[src/rtl/zcash_fpga_pkg.sv]
// Shared command codes, packet layouts and reply builders for the Zcash FPGA host interface.
// Replies are packed LSB-first, so the header_t field sits in the lowest 64 bits.
package zcash_fpga_pkg;

  localparam int FPGA_STATUS_BEATS = 5;
  localparam int RPL_BEATS_MAX     = 5;
  localparam int RPL_W             = RPL_BEATS_MAX * 64;

  localparam logic [63:0] FPGA_CMD_CAP = 64'h0000_0000_0000_0007;
  localparam logic [31:0] FPGA_VERSION = 32'h0000_0001;

  typedef enum logic [31:0] {
    RESET_FPGA          = 32'h0000_0000,
    FPGA_STATUS         = 32'h0000_0001,
    VERIFY_EQUIHASH     = 32'h0000_0100,
    RESET_FPGA_RPL      = 32'h8000_0000,
    FPGA_STATUS_RPL     = 32'h8000_0001,
    FPGA_IGNORE_RPL     = 32'h8000_0002,
    VERIFY_EQUIHASH_RPL = 32'h8000_0100
  } command_t;

  typedef enum logic [2:0] {
    IDLE       = 3'd0,
    FWD_EQ     = 3'd1,
    DROP       = 3'd2,
    RPL_RESET  = 3'd3,
    RPL_STATUS = 3'd4,
    RPL_IGNORE = 3'd5
  } typ1_state_t;

  typedef struct packed {
    logic [31:0] cmd;
    logic [31:0] len;
  } header_t;

  typedef struct packed {
    logic [3:0]  padding;
    typ1_state_t typ1_state;
    logic        error;
  } fpga_state_t;

  typedef struct packed {
    header_t ignore_hdr;
    header_t hdr;
  } fpga_ignore_rpl_t;

  typedef struct packed {
    fpga_state_t fpga_state;
    logic [63:0] build_date;
    logic [63:0] build_host;
    logic [31:0] version;
    logic [63:0] cmd_cap;
    header_t     hdr;
  } fpga_status_rpl_t;

  function automatic header_t get_fpga_reset_rpl();
    header_t h;
    h.cmd = RESET_FPGA_RPL;
    h.len = 32'd8;
    return h;
  endfunction

  function automatic fpga_ignore_rpl_t get_fpga_ignore_rpl(input header_t hdr);
    fpga_ignore_rpl_t r;
    r.hdr.cmd    = FPGA_IGNORE_RPL;
    r.hdr.len    = 32'($bits(fpga_ignore_rpl_t) / 8);
    r.ignore_hdr = hdr;
    return r;
  endfunction

  function automatic fpga_status_rpl_t get_fpga_status_rpl(input logic [63:0] build_host,
                                                           input logic [63:0] build_date,
                                                           input fpga_state_t fpga_state);
    fpga_status_rpl_t r;
    r.hdr.cmd    = FPGA_STATUS_RPL;
    r.hdr.len    = 32'($bits(fpga_status_rpl_t) / 8);
    r.cmd_cap    = FPGA_CMD_CAP;
    r.version    = FPGA_VERSION;
    r.build_host = build_host;
    r.build_date = build_date;
    r.fpga_state = fpga_state;
    return r;
  endfunction

  // Beat idx of a header-first reply held zero-extended in an RPL_W vector.
  function automatic logic [63:0] get_rpl_beat(input logic [RPL_W-1:0] rpl, input logic [2:0] idx);
    logic [RPL_W-1:0] shifted;
    shifted = rpl >> {idx, 6'd0};
    return shifted[63:0];
  endfunction

endpackage

[src/rtl/zcash_fpga_rpl_arb.sv]
// Two-input reply arbiter: grants only at packet boundaries (input a has priority)
// and drives a registered output stage that holds data while the sink stalls.
module zcash_fpga_rpl_arb (
  input  logic        clk,
  input  logic        rst,
  input  logic        en,
  input  logic [63:0] a_dat,
  input  logic        a_val,
  input  logic        a_sop,
  input  logic        a_eop,
  input  logic [2:0]  a_mod,
  output logic        a_rdy,
  input  logic [63:0] b_dat,
  input  logic        b_val,
  input  logic        b_sop,
  input  logic        b_eop,
  input  logic [2:0]  b_mod,
  output logic        b_rdy,
  output logic [63:0] tx_dat,
  output logic        tx_val,
  output logic        tx_sop,
  output logic        tx_eop,
  output logic [2:0]  tx_mod,
  input  logic        tx_rdy
);

  logic        act;
  logic        sel_q;
  logic        sel;
  logic [63:0] in_dat;
  logic        in_val;
  logic        in_sop;
  logic        in_eop;
  logic [2:0]  in_mod;
  logic        load;

  always_comb begin
    sel = act ? sel_q : !a_val;
    if (sel) begin
      in_dat = b_dat; in_val = b_val; in_sop = b_sop; in_eop = b_eop; in_mod = b_mod;
    end else begin
      in_dat = a_dat; in_val = a_val; in_sop = a_sop; in_eop = a_eop; in_mod = a_mod;
    end
  end

  assign a_rdy = en && tx_rdy && !sel;
  assign b_rdy = en && tx_rdy && sel;
  assign load  = en && tx_rdy && in_val;

  // Grant is held from the first accepted beat until the eop beat is taken.
  always_ff @(posedge clk or posedge rst) begin
    if (rst) begin
      act    <= 1'b0;
      sel_q  <= 1'b0;
      tx_val <= 1'b0;
    end else if (en && tx_rdy) begin
      tx_val <= in_val;
      if (in_val) begin
        act   <= !in_eop;
        sel_q <= sel;
      end
    end
  end

  always_ff @(posedge clk) begin
    if (load) begin
      tx_dat <= in_dat;
      tx_sop <= in_sop;
      tx_eop <= in_eop;
      tx_mod <= in_mod;
    end
  end

endmodule

[src/rtl/zcash_fpga_cmd_ctrl.sv]
// Host command controller: decodes host packets, answers reset/status/unknown commands
// locally, forwards equihash packets and merges all replies onto the host reply stream.
module zcash_fpga_cmd_ctrl
  import zcash_fpga_pkg::*;
#(
  parameter int DAT_BYTS      = 8,
  parameter int RST_PULSE_CYC = 16
) (
  input  logic                  i_clk,
  input  logic                  i_rst,
  input  logic [63:0]           i_build_host,
  input  logic [63:0]           i_build_date,
  input  logic [DAT_BYTS*8-1:0] i_rx_dat,
  input  logic                  i_rx_val,
  input  logic                  i_rx_sop,
  input  logic                  i_rx_eop,
  input  logic [2:0]            i_rx_mod,
  output logic                  o_rx_rdy,
  output logic [DAT_BYTS*8-1:0] o_eq_dat,
  output logic                  o_eq_val,
  output logic                  o_eq_sop,
  output logic                  o_eq_eop,
  output logic [2:0]            o_eq_mod,
  input  logic                  i_eq_rdy,
  input  logic [DAT_BYTS*8-1:0] i_eqr_dat,
  input  logic                  i_eqr_val,
  input  logic                  i_eqr_sop,
  input  logic                  i_eqr_eop,
  input  logic [2:0]            i_eqr_mod,
  output logic                  o_eqr_rdy,
  output logic [DAT_BYTS*8-1:0] o_tx_dat,
  output logic                  o_tx_val,
  output logic                  o_tx_sop,
  output logic                  o_tx_eop,
  output logic [2:0]            o_tx_mod,
  input  logic                  i_tx_rdy,
  output logic                  o_reset_fpga,
  output logic [7:0]            o_fpga_state
);

  localparam int          RST_CNT_W  = $clog2(RST_PULSE_CYC + 1);
  localparam logic [2:0]  STATUS_MOD = 3'(($bits(fpga_status_rpl_t) / 8) % 8);

  typ1_state_t          state, state_nxt;
  fpga_state_t          fpga_state;
  header_t              rx_hdr;
  logic                 run;
  logic                 err;
  logic                 err_set;
  logic                 is_eq_hdr;
  logic                 idle_rdy;
  logic                 rx_acc;
  logic                 cnt_load;
  logic                 hdr_eop;
  logic [31:0]          byte_cnt;
  logic [31:0]          len_q;
  logic [31:0]          beat_byts;
  logic [31:0]          cnt_sum;
  logic                 rst_start;
  logic [RST_CNT_W-1:0] rst_cnt;
  logic                 rpl_load;
  logic [RPL_W-1:0]     rpl_nxt;
  logic [2:0]           rpl_beats_nxt;
  logic [2:0]           rpl_mod_nxt;
  logic                 rpl_val;
  logic [2:0]           rpl_idx;
  logic [2:0]           rpl_beats;
  logic [2:0]           rpl_mod;
  logic [RPL_W-1:0]     rpl_dat;
  logic [63:0]          lcl_dat;
  logic                 lcl_sop;
  logic                 lcl_eop;
  logic [2:0]           lcl_mod;
  logic                 lcl_rdy;

  assign rx_hdr       = i_rx_dat;
  assign fpga_state   = '{padding: 4'd0, typ1_state: state, error: err};
  assign o_fpga_state = fpga_state;
  assign is_eq_hdr    = i_rx_sop && (rx_hdr.cmd == VERIFY_EQUIHASH);
  assign beat_byts    = (i_rx_eop && i_rx_mod != 3'd0) ? {29'd0, i_rx_mod} : 32'd8;
  assign cnt_sum      = byte_cnt + beat_byts;

  assign o_eq_dat = i_rx_dat;
  assign o_eq_sop = i_rx_sop;
  assign o_eq_eop = i_rx_eop;
  assign o_eq_mod = i_rx_mod;

  always_comb begin
    state_nxt     = state;
    o_rx_rdy      = 1'b0;
    o_eq_val      = 1'b0;
    idle_rdy      = 1'b0;
    rx_acc        = 1'b0;
    cnt_load      = 1'b0;
    err_set       = 1'b0;
    rst_start     = 1'b0;
    rpl_load      = 1'b0;
    rpl_nxt       = '0;
    rpl_beats_nxt = 3'd1;
    rpl_mod_nxt   = 3'd0;
    case (state)
      IDLE: begin
        // An equihash header is peeked so it can pass straight through to the verifier.
        if (run && !rpl_val) begin
          idle_rdy = !is_eq_hdr || i_eq_rdy;
          o_rx_rdy = idle_rdy;
          o_eq_val = i_rx_val && is_eq_hdr;
          if (i_rx_val && idle_rdy) begin
            cnt_load = 1'b1;
            if (!i_rx_sop) begin
              err_set = 1'b1;
              if (!i_rx_eop) state_nxt = DROP;
            end else if (rx_hdr.cmd == VERIFY_EQUIHASH) begin
              if (!i_rx_eop) state_nxt = FWD_EQ;
            end else begin
              rpl_load = 1'b1;
              if (rx_hdr.cmd == RESET_FPGA) begin
                state_nxt     = RPL_RESET;
                rst_start     = 1'b1;
                rpl_nxt[63:0] = get_fpga_reset_rpl();
              end else if (rx_hdr.cmd == FPGA_STATUS) begin
                state_nxt     = RPL_STATUS;
                rpl_nxt[$bits(fpga_status_rpl_t)-1:0] =
                  get_fpga_status_rpl(i_build_host, i_build_date, fpga_state);
                rpl_beats_nxt = 3'(FPGA_STATUS_BEATS);
                rpl_mod_nxt   = STATUS_MOD;
              end else begin
                state_nxt      = RPL_IGNORE;
                rpl_nxt[127:0] = get_fpga_ignore_rpl(rx_hdr);
                rpl_beats_nxt  = 3'd2;
              end
            end
          end
        end
      end
      FWD_EQ: begin
        o_rx_rdy = i_eq_rdy;
        o_eq_val = i_rx_val;
        rx_acc   = i_rx_val && i_eq_rdy;
        if (rx_acc && i_rx_eop) state_nxt = IDLE;
      end
      DROP: begin
        o_rx_rdy = 1'b1;
        rx_acc   = i_rx_val;
        if (rx_acc && i_rx_eop) state_nxt = IDLE;
      end
      default: state_nxt = hdr_eop ? IDLE : DROP;
    endcase
    if (rx_acc && (i_rx_eop ? (cnt_sum != len_q) : (cnt_sum > len_q))) err_set = 1'b1;
  end

  always_ff @(posedge i_clk or posedge i_rst) begin
    if (i_rst) state <= IDLE;
    else       state <= state_nxt;
  end

  // Control: ready enable, sticky error, reset pulse and local reply sequencing.
  always_ff @(posedge i_clk or posedge i_rst) begin
    if (i_rst) begin
      run          <= 1'b0;
      err          <= 1'b0;
      rst_cnt      <= '0;
      o_reset_fpga <= 1'b0;
      rpl_val      <= 1'b0;
      rpl_idx      <= 3'd0;
    end else begin
      run <= 1'b1;
      if (err_set) err <= 1'b1;
      if (rst_start) begin
        o_reset_fpga <= 1'b1;
        rst_cnt      <= RST_CNT_W'(RST_PULSE_CYC - 1);
      end else if (rst_cnt != '0) begin
        rst_cnt <= rst_cnt - RST_CNT_W'(1);
      end else begin
        o_reset_fpga <= 1'b0;
      end
      if (rpl_load) begin
        rpl_val <= 1'b1;
        rpl_idx <= 3'd0;
      end else if (rpl_val && lcl_rdy) begin
        if (lcl_eop) rpl_val <= 1'b0;
        else         rpl_idx <= rpl_idx + 3'd1;
      end
    end
  end

  always_ff @(posedge i_clk) begin
    if (cnt_load) begin
      byte_cnt <= 32'd8;
      len_q    <= rx_hdr.len;
      hdr_eop  <= i_rx_eop;
    end else if (rx_acc) begin
      byte_cnt <= cnt_sum;
    end
    if (rpl_load) begin
      rpl_dat   <= rpl_nxt;
      rpl_beats <= rpl_beats_nxt;
      rpl_mod   <= rpl_mod_nxt;
    end
  end

  assign lcl_dat = get_rpl_beat(rpl_dat, rpl_idx);
  assign lcl_sop = (rpl_idx == 3'd0);
  assign lcl_eop = (rpl_idx == rpl_beats - 3'd1);
  assign lcl_mod = lcl_eop ? rpl_mod : 3'd0;

  zcash_fpga_rpl_arb u_rpl_arb (
    .clk    (i_clk),
    .rst    (i_rst),
    .en     (run),
    .a_dat  (lcl_dat),
    .a_val  (rpl_val),
    .a_sop  (lcl_sop),
    .a_eop  (lcl_eop),
    .a_mod  (lcl_mod),
    .a_rdy  (lcl_rdy),
    .b_dat  (i_eqr_dat),
    .b_val  (i_eqr_val),
    .b_sop  (i_eqr_sop),
    .b_eop  (i_eqr_eop),
    .b_mod  (i_eqr_mod),
    .b_rdy  (o_eqr_rdy),
    .tx_dat (o_tx_dat),
    .tx_val (o_tx_val),
    .tx_sop (o_tx_sop),
    .tx_eop (o_tx_eop),
    .tx_mod (o_tx_mod),
    .tx_rdy (i_tx_rdy)
  );

endmodule

[config.mk]
export PLATFORM = sky130hd
export DESIGN_NAME = zcash_fpga_cmd_ctrl
export DESIGN_NICKNAME = d
export VERILOG_FILES = /design/src/rtl/zcash_fpga_pkg.sv /design/src/rtl/zcash_fpga_rpl_arb.sv /design/src/rtl/zcash_fpga_cmd_ctrl.sv
export SDC_FILE = /design/constraint.sdc
export NUM_CORES = 1
export LEC_CHECK = 0
export CORE_MARGIN = 5
export CORE_UTILIZATION = 40
export DETAILED_ROUTE_END_ITERATION = 10
export HOLD_SLACK_MARGIN = 0.08
export PLACE_DENSITY = 0.75
export SLEW_MARGIN = 20
export SYNTH_ARGS = -nofsm -noshare
export SYNTH_HDL_FRONTEND = slang
export SYNTH_HIERARCHICAL = 1
export SYNTH_SLANG_ARGS = --single-unit
[constraint.sdc]
create_clock -name i_clk -period 15.2 [get_ports i_clk]
set_input_delay 1.52 -clock i_clk [delete_from_list [all_inputs] [get_ports i_clk]]
set_output_delay 1.52 -clock i_clk [all_outputs]
set_load 0.1 [all_outputs]
* Word-level counts from Yosys, hierarchy flattened
Cells that the tools add are included.
Storage, ports and cells: output and inout bits 151, input port bits 272, logic and storage cells 143, memories 0, flip-flop bits (word level) 454, bits in latches 0, memory bits (writable) 0, ROM bits 0
Cells by class: $mul 0, div/mod/pow operators 0, bitwise gates (word level) 5, reduce and logical (&&, ||, !) cells 35, muxes and demuxes 60, eq/ne operators 14, order comparisons 1, $add $sub $neg 4, shifts and indexed selects 1
Operators by type and width (number):
- 296-bit by 9-bit >> shifter with 64-bit output | 1
- 64-bit 2-to-1 mux | 2
- 67-bit 2-to-1 mux | 1
- 3-bit 2-to-1 mux | 16
- 1-bit 2-to-1 mux | 33
- 32-bit by 4-bit adder with 32-bit output | 1
- 32-bit by 1-bit equality test with 1-bit output (second input constant) | 1
- 32-bit by 9-bit equality test with 1-bit output (second input constant) | 1
- 32-bit greater-than comparator | 1
- 32-bit zero test | 1
- 32-bit inequality test | 1
- 1-bit logical AND | 14
- 7-bit OR reduction | 2
- 2-bit inequality test (second input constant) | 6
- 5-bit 2-to-1 mux | 2
- 3-bit one-hot mux with 3 select lines | 1
- 3-bit zero test | 2
- 3-bit inequality test (second input constant) | 2
- 2-bit AND reduction | 3
- 6-bit AND reduction | 1
- 2-bit nonzero test | 3
- 6-bit OR reduction | 1
- 1-bit NOT | 5
- 5-bit nonzero test | 1
- 14 further kinds | 18

* Longest topological paths before layout
depth in word-level cells 10, depth in mapped cells 16, mapped depth without buffers 14

* Hierarchy
Netlist, hierarchy kept.
Modules (own cells, without submodules):
- zcash_fpga_cmd_ctrl | cells an instance 1293, instances 1, area each 14487.6 µm², seq. area each 8042.7 µm²
- zcash_fpga_rpl_arb | cells an instance 168, instances 1, area each 3083.0 µm², seq. area each 2147.1 µm²

* Worst setup path before layout
Ideal clock, no wire load.
path type in2reg, start point input port i_rx_sop, end point register rpl_beats[0] (enable), stages 3, setup time 0.771 ns, required time 14.429 ns, path slack 3.936 ns, buffers on the path 0, arrival 10.493 ns, cells stage by stage inv_1 or3_4 nor2_1
On the way: cells in the longest elaborated chain, start to end 7, elaborated cells on any way between the ends 8, classes of those cells mux (4); reduce/logical (4)
RTL lines:
- start, declared | line zcash_fpga_cmd_ctrl.sv:15 | input logic i_rx_sop,
- 1-bit logical AND | line zcash_fpga_cmd_ctrl.sv:79 | assign is_eq_hdr = i_rx_sop && (rx_hdr.cmd == VERIFY_EQUIHASH);
- 1-bit zero test | line zcash_fpga_cmd_ctrl.sv:105 | idle_rdy = !is_eq_hdr || i_eq_rdy;
- 1-bit logical OR | line zcash_fpga_cmd_ctrl.sv:105
- 1-bit logical AND | line zcash_fpga_cmd_ctrl.sv:108 | if (i_rx_val && idle_rdy) begin
- 1-bit 2-to-1 mux (*) | line zcash_fpga_cmd_ctrl.sv:108
- 1-bit 2-to-1 mux (*) | line zcash_fpga_cmd_ctrl.sv:104 | if (run && !rpl_val) begin
- 1-bit 2-to-1 mux (*) | line zcash_fpga_cmd_ctrl.sv:101 | case (state)
- named net rpl_load | line zcash_fpga_cmd_ctrl.sv:61 | logic rpl_load;
- end signal, assigned | line zcash_fpga_cmd_ctrl.sv:197 | rpl_beats <= rpl_beats_nxt;
- end, declared | line zcash_fpga_cmd_ctrl.sv:67 | logic [2:0] rpl_beats;
Mark *: on every way through the listed nets, which the timed path passes. The rest lies on a longest branch. A chain may end at the register's enable or synchronous reset.

* Worst setup path in the final report
start point input port i_rx_dat[33], end point output port o_eq_val
On the way: cells in the longest elaborated chain, start to end 5
RTL lines:
- start, declared | line zcash_fpga_cmd_ctrl.sv:13 | input logic [DAT_BYTS*8-1:0] i_rx_dat,
- 32-bit by 9-bit equality test with 1-bit output | line zcash_fpga_cmd_ctrl.sv:79
- 1-bit logical AND | line zcash_fpga_cmd_ctrl.sv:79
- 1-bit logical AND | line zcash_fpga_cmd_ctrl.sv:107 | o_eq_val = i_rx_val && is_eq_hdr;
- 1-bit 2-to-1 mux | line zcash_fpga_cmd_ctrl.sv:104
- 1-bit one-hot mux with 2 select lines | line zcash_fpga_cmd_ctrl.sv:101
- end, declared | line zcash_fpga_cmd_ctrl.sv:20 | output logic o_eq_val,
Every way passes these cells.

==> reports/results.ini <==
[worst_setup_path]
cp_data_required_time_ns = 13.68
path_max_fanout = 5
r2r-start = byte_cnt[17]
endpoint = o_eq_val
timing.critical_path.from = i_rx_dat[33]
worst_path_max_delay_cell = clkdlybuf4s50_1
worst-r2r-setup-slack_ns = 11.69
start_kind = primary input
crit_chain = clkdlybuf4s50_1 > nor4_1 > nand4_1 > nor3_1 > a31oi_1 > nor2_1 > clkdlybuf4s50_1
cp_common_cell = clkdlybuf4s50_1
slowest_delay_ns = 1.14
cp.arrival_ns = 5.09
reg2reg_depth = 11
path_delay_family = simple AND/OR/NAND/NOR gates
crit_buf_inv = 2
endpoint_kind = output port
path_depth = 7
rr_endpoint = err
critPathKind = primary input to output port

[clocking]
cts_buffers = 40
clk_path_buf_depth = 3
hold_buffers = 0
clkSinkCount = 353
cts-root-buf = clkbuf_16
clk_pin_slew_ns = 0.06
cts_resized = 0
post_cts_buffers = 0
cts_tree = yes
clock_latency_ns = 0.56
htreeDepth = 2

[drt]
finalWirelength_um = 50900
maxUsedRoutingLayer = met5
m1WireLength_um = 21600
wl_met2_um = 24700
wire_per_inst_um = 21.0
initialDrtViolationCount = 1048
met3_length_um = 3340
route.detailed.drc = 0
num_vias = 12100
vias_per_cell = 5.02
drt_pass1_iterations = 5
ant_nets = 0

[job]
drv_cap = 0

[placement]
dp_hpwl_um = 37100
port_buffers = 418
place.gp.congestion = 0.887
placed_cells = 2339

[floorplanning]
rows = 76
start_util = 0.406
core-area_sq_um = 43300
die_area_sq_um = 48200
fp.dieH_um = 220
pin_count = 423
die_w_um = 220

[final_layout]
nets = 2111
syn_to_final_growth_pct = 31.0
regArea_sq_um = 10200
drive_gt1_frac = 0.0805
final_common_cell = clkdlybuf4s50_1
fin_cells = 2419
multi_input_area_sq_um = 6250
layout_common_cells = 418 x clkdlybuf4s50_1, 303 x edfxtp_1, 199 x and2_1, 116 x nor2_1, 75 x nand2_1
fillCellCount = 3652

[global_routing]
overflow = 0
grt_pass1_wl_um = 75000
grt_util_all_layers = 0.204
grt_pass1_vias = 12200
antenna_found_initial = 7
grt_max_degree = 199

[sta]
slew_violations = 0
fin_setup_tns_ns = 0
clock_skew_ns = 0.0314
setup_viol = 0
slew_headroom = 0.244
max_clock_freq_mhz = 151
hold_violations = 0
worstMarginPinSlew_ns = 1.13
fin_crit_sh = 0.435
fin_crit_ns = 6.61
rsz0062_at_grt = false

[synth]
synth_edf_count = 303
synthesis.area_sq_um = 17600
ys_async_sr_fraction = 0.0510
syn_area_per_cell_sq_um = 12.0
synthDistinctLibCells = 65
synth-seq-cells = 353
synthFlopType = edfxtp_1
yosysWarnings = 6
syn_inst = 1461
yosysSeqAreaShare = 0.580

[worst_hold_path]
min_path_cells = 2
hp-class = flop to flop

[power_and_ir_drop]
total_power_mw = 3.32
cellPowerDensity_nw_per_um2 = 144
vdd_drop_max_uv = 106
leakagePower_nw = 8.81

[outcome]
outcome = finished clean

layer usage:
layer | vias to the layer above | GRT usage
li1 | 5777 | -
met1 | 5866 | 0.280
met2 | 411 | 0.331
met3 | 77 | 0.0416
met4 | 2 | 0.0605
met5 | - | 0
power by group:
part	switching (mW)	leakage, nW	total (mW)	internal (mW)
combinational	0.766	4.62	1.16	0.395
clock	0.389	0.629	0.948	0.559
sequential	0.0492	3.56	1.21	1.16
registers in the layout, summed over array words and instances, names as in the netlist, 2 cells and up:
signal / flops
rpl_dat: 198
byte_cnt: 32
rpl_beats: 2
rpl_idx: 3
len_q: 32
rst_cnt: 5
u_rpl_arb/tx_dat: 64
u_rpl_arb/tx_mod: 3
state: 3
kinds of logic after synthesis:
kind of cell / after synthesis / share of synthesized area
buffers and inverters: 201 / 0.0674
adders and majority gates: 42 / 0.0303
other: 2 / 0.000427
muxes: 133 / 0.0827
and+or+nand+nor: 515 / 0.157
xor gates and xnor gates: 57 / 0.0292
DFF: 353 / 0.580
AOI/OAI and AO/OA: 158 / 0.0526
area by class of cell:
class	instances	share of cell area
diodes	8	0.000870
well taps	585	0.0318
repair buffers	431	0.187
inverters	57	0.00930
clock buffers	57	0.0514
multi-input cells	914	0.272
flip-flops and latches	353	0.443
clock inverters	14	0.00440
tightest hold or removal path, stage by stage (launching register included):
cell and delay [ns]:
dfxtp_1 0.31, nand2_1 0.06, a21oi_1 0.06
stage by stage:
| step | util | area (sq um) | setup slack, ns | hold slack [ns] |
|---|---|---|---|---|
| final | 0.532 | 23000 | 8.59 | 0.481 |
| after floorplan | - | 17600 | 3.94 | 0.441 |
| after global placement | 0.501 | 21700 | 8.64 | 0.449 |
| after detailed placement | 0.501 | 21700 | 8.59 | 0.470 |
| after global routing | 0.532 | 23000 | 8.33 | 0.506 |
| after CTS | 0.531 | 23000 | 8.55 | 0.479 |
worst min path at each step:
stage                 start           end
4_1_cts        byte_cnt[30]  byte_cnt[30]
5_1_grt        byte_cnt[30]  byte_cnt[30]
3_5_place_dp   byte_cnt[30]  byte_cnt[30]
2_1_floorplan   byte_cnt[0]   byte_cnt[0]
3_3_place_gp    byte_cnt[0]   byte_cnt[0]
6_report        byte_cnt[0]   byte_cnt[0]
synthesized netlist by cell type (all sizes together), types with 8 or more instances:
master,number,area (sq um)
nand3,25,125
clkbuf,37,140
ha,41,513
xnor2,28,245
inv,57,214
mux2,68,766
nor2,120,450
nor4,17,121
mux2i,62,621
o31ai,8,60.1
and2,199,1240
buf,107,830
nand4,20,131
edfxtp,303,9100
a21oi,63,315
nor3,15,75.1
nand2,76,288
xor2,28,245
dfxtp,32,641
o21ai,45,225
dfrtp,18,450
Power figures use the tool's default switching activity.
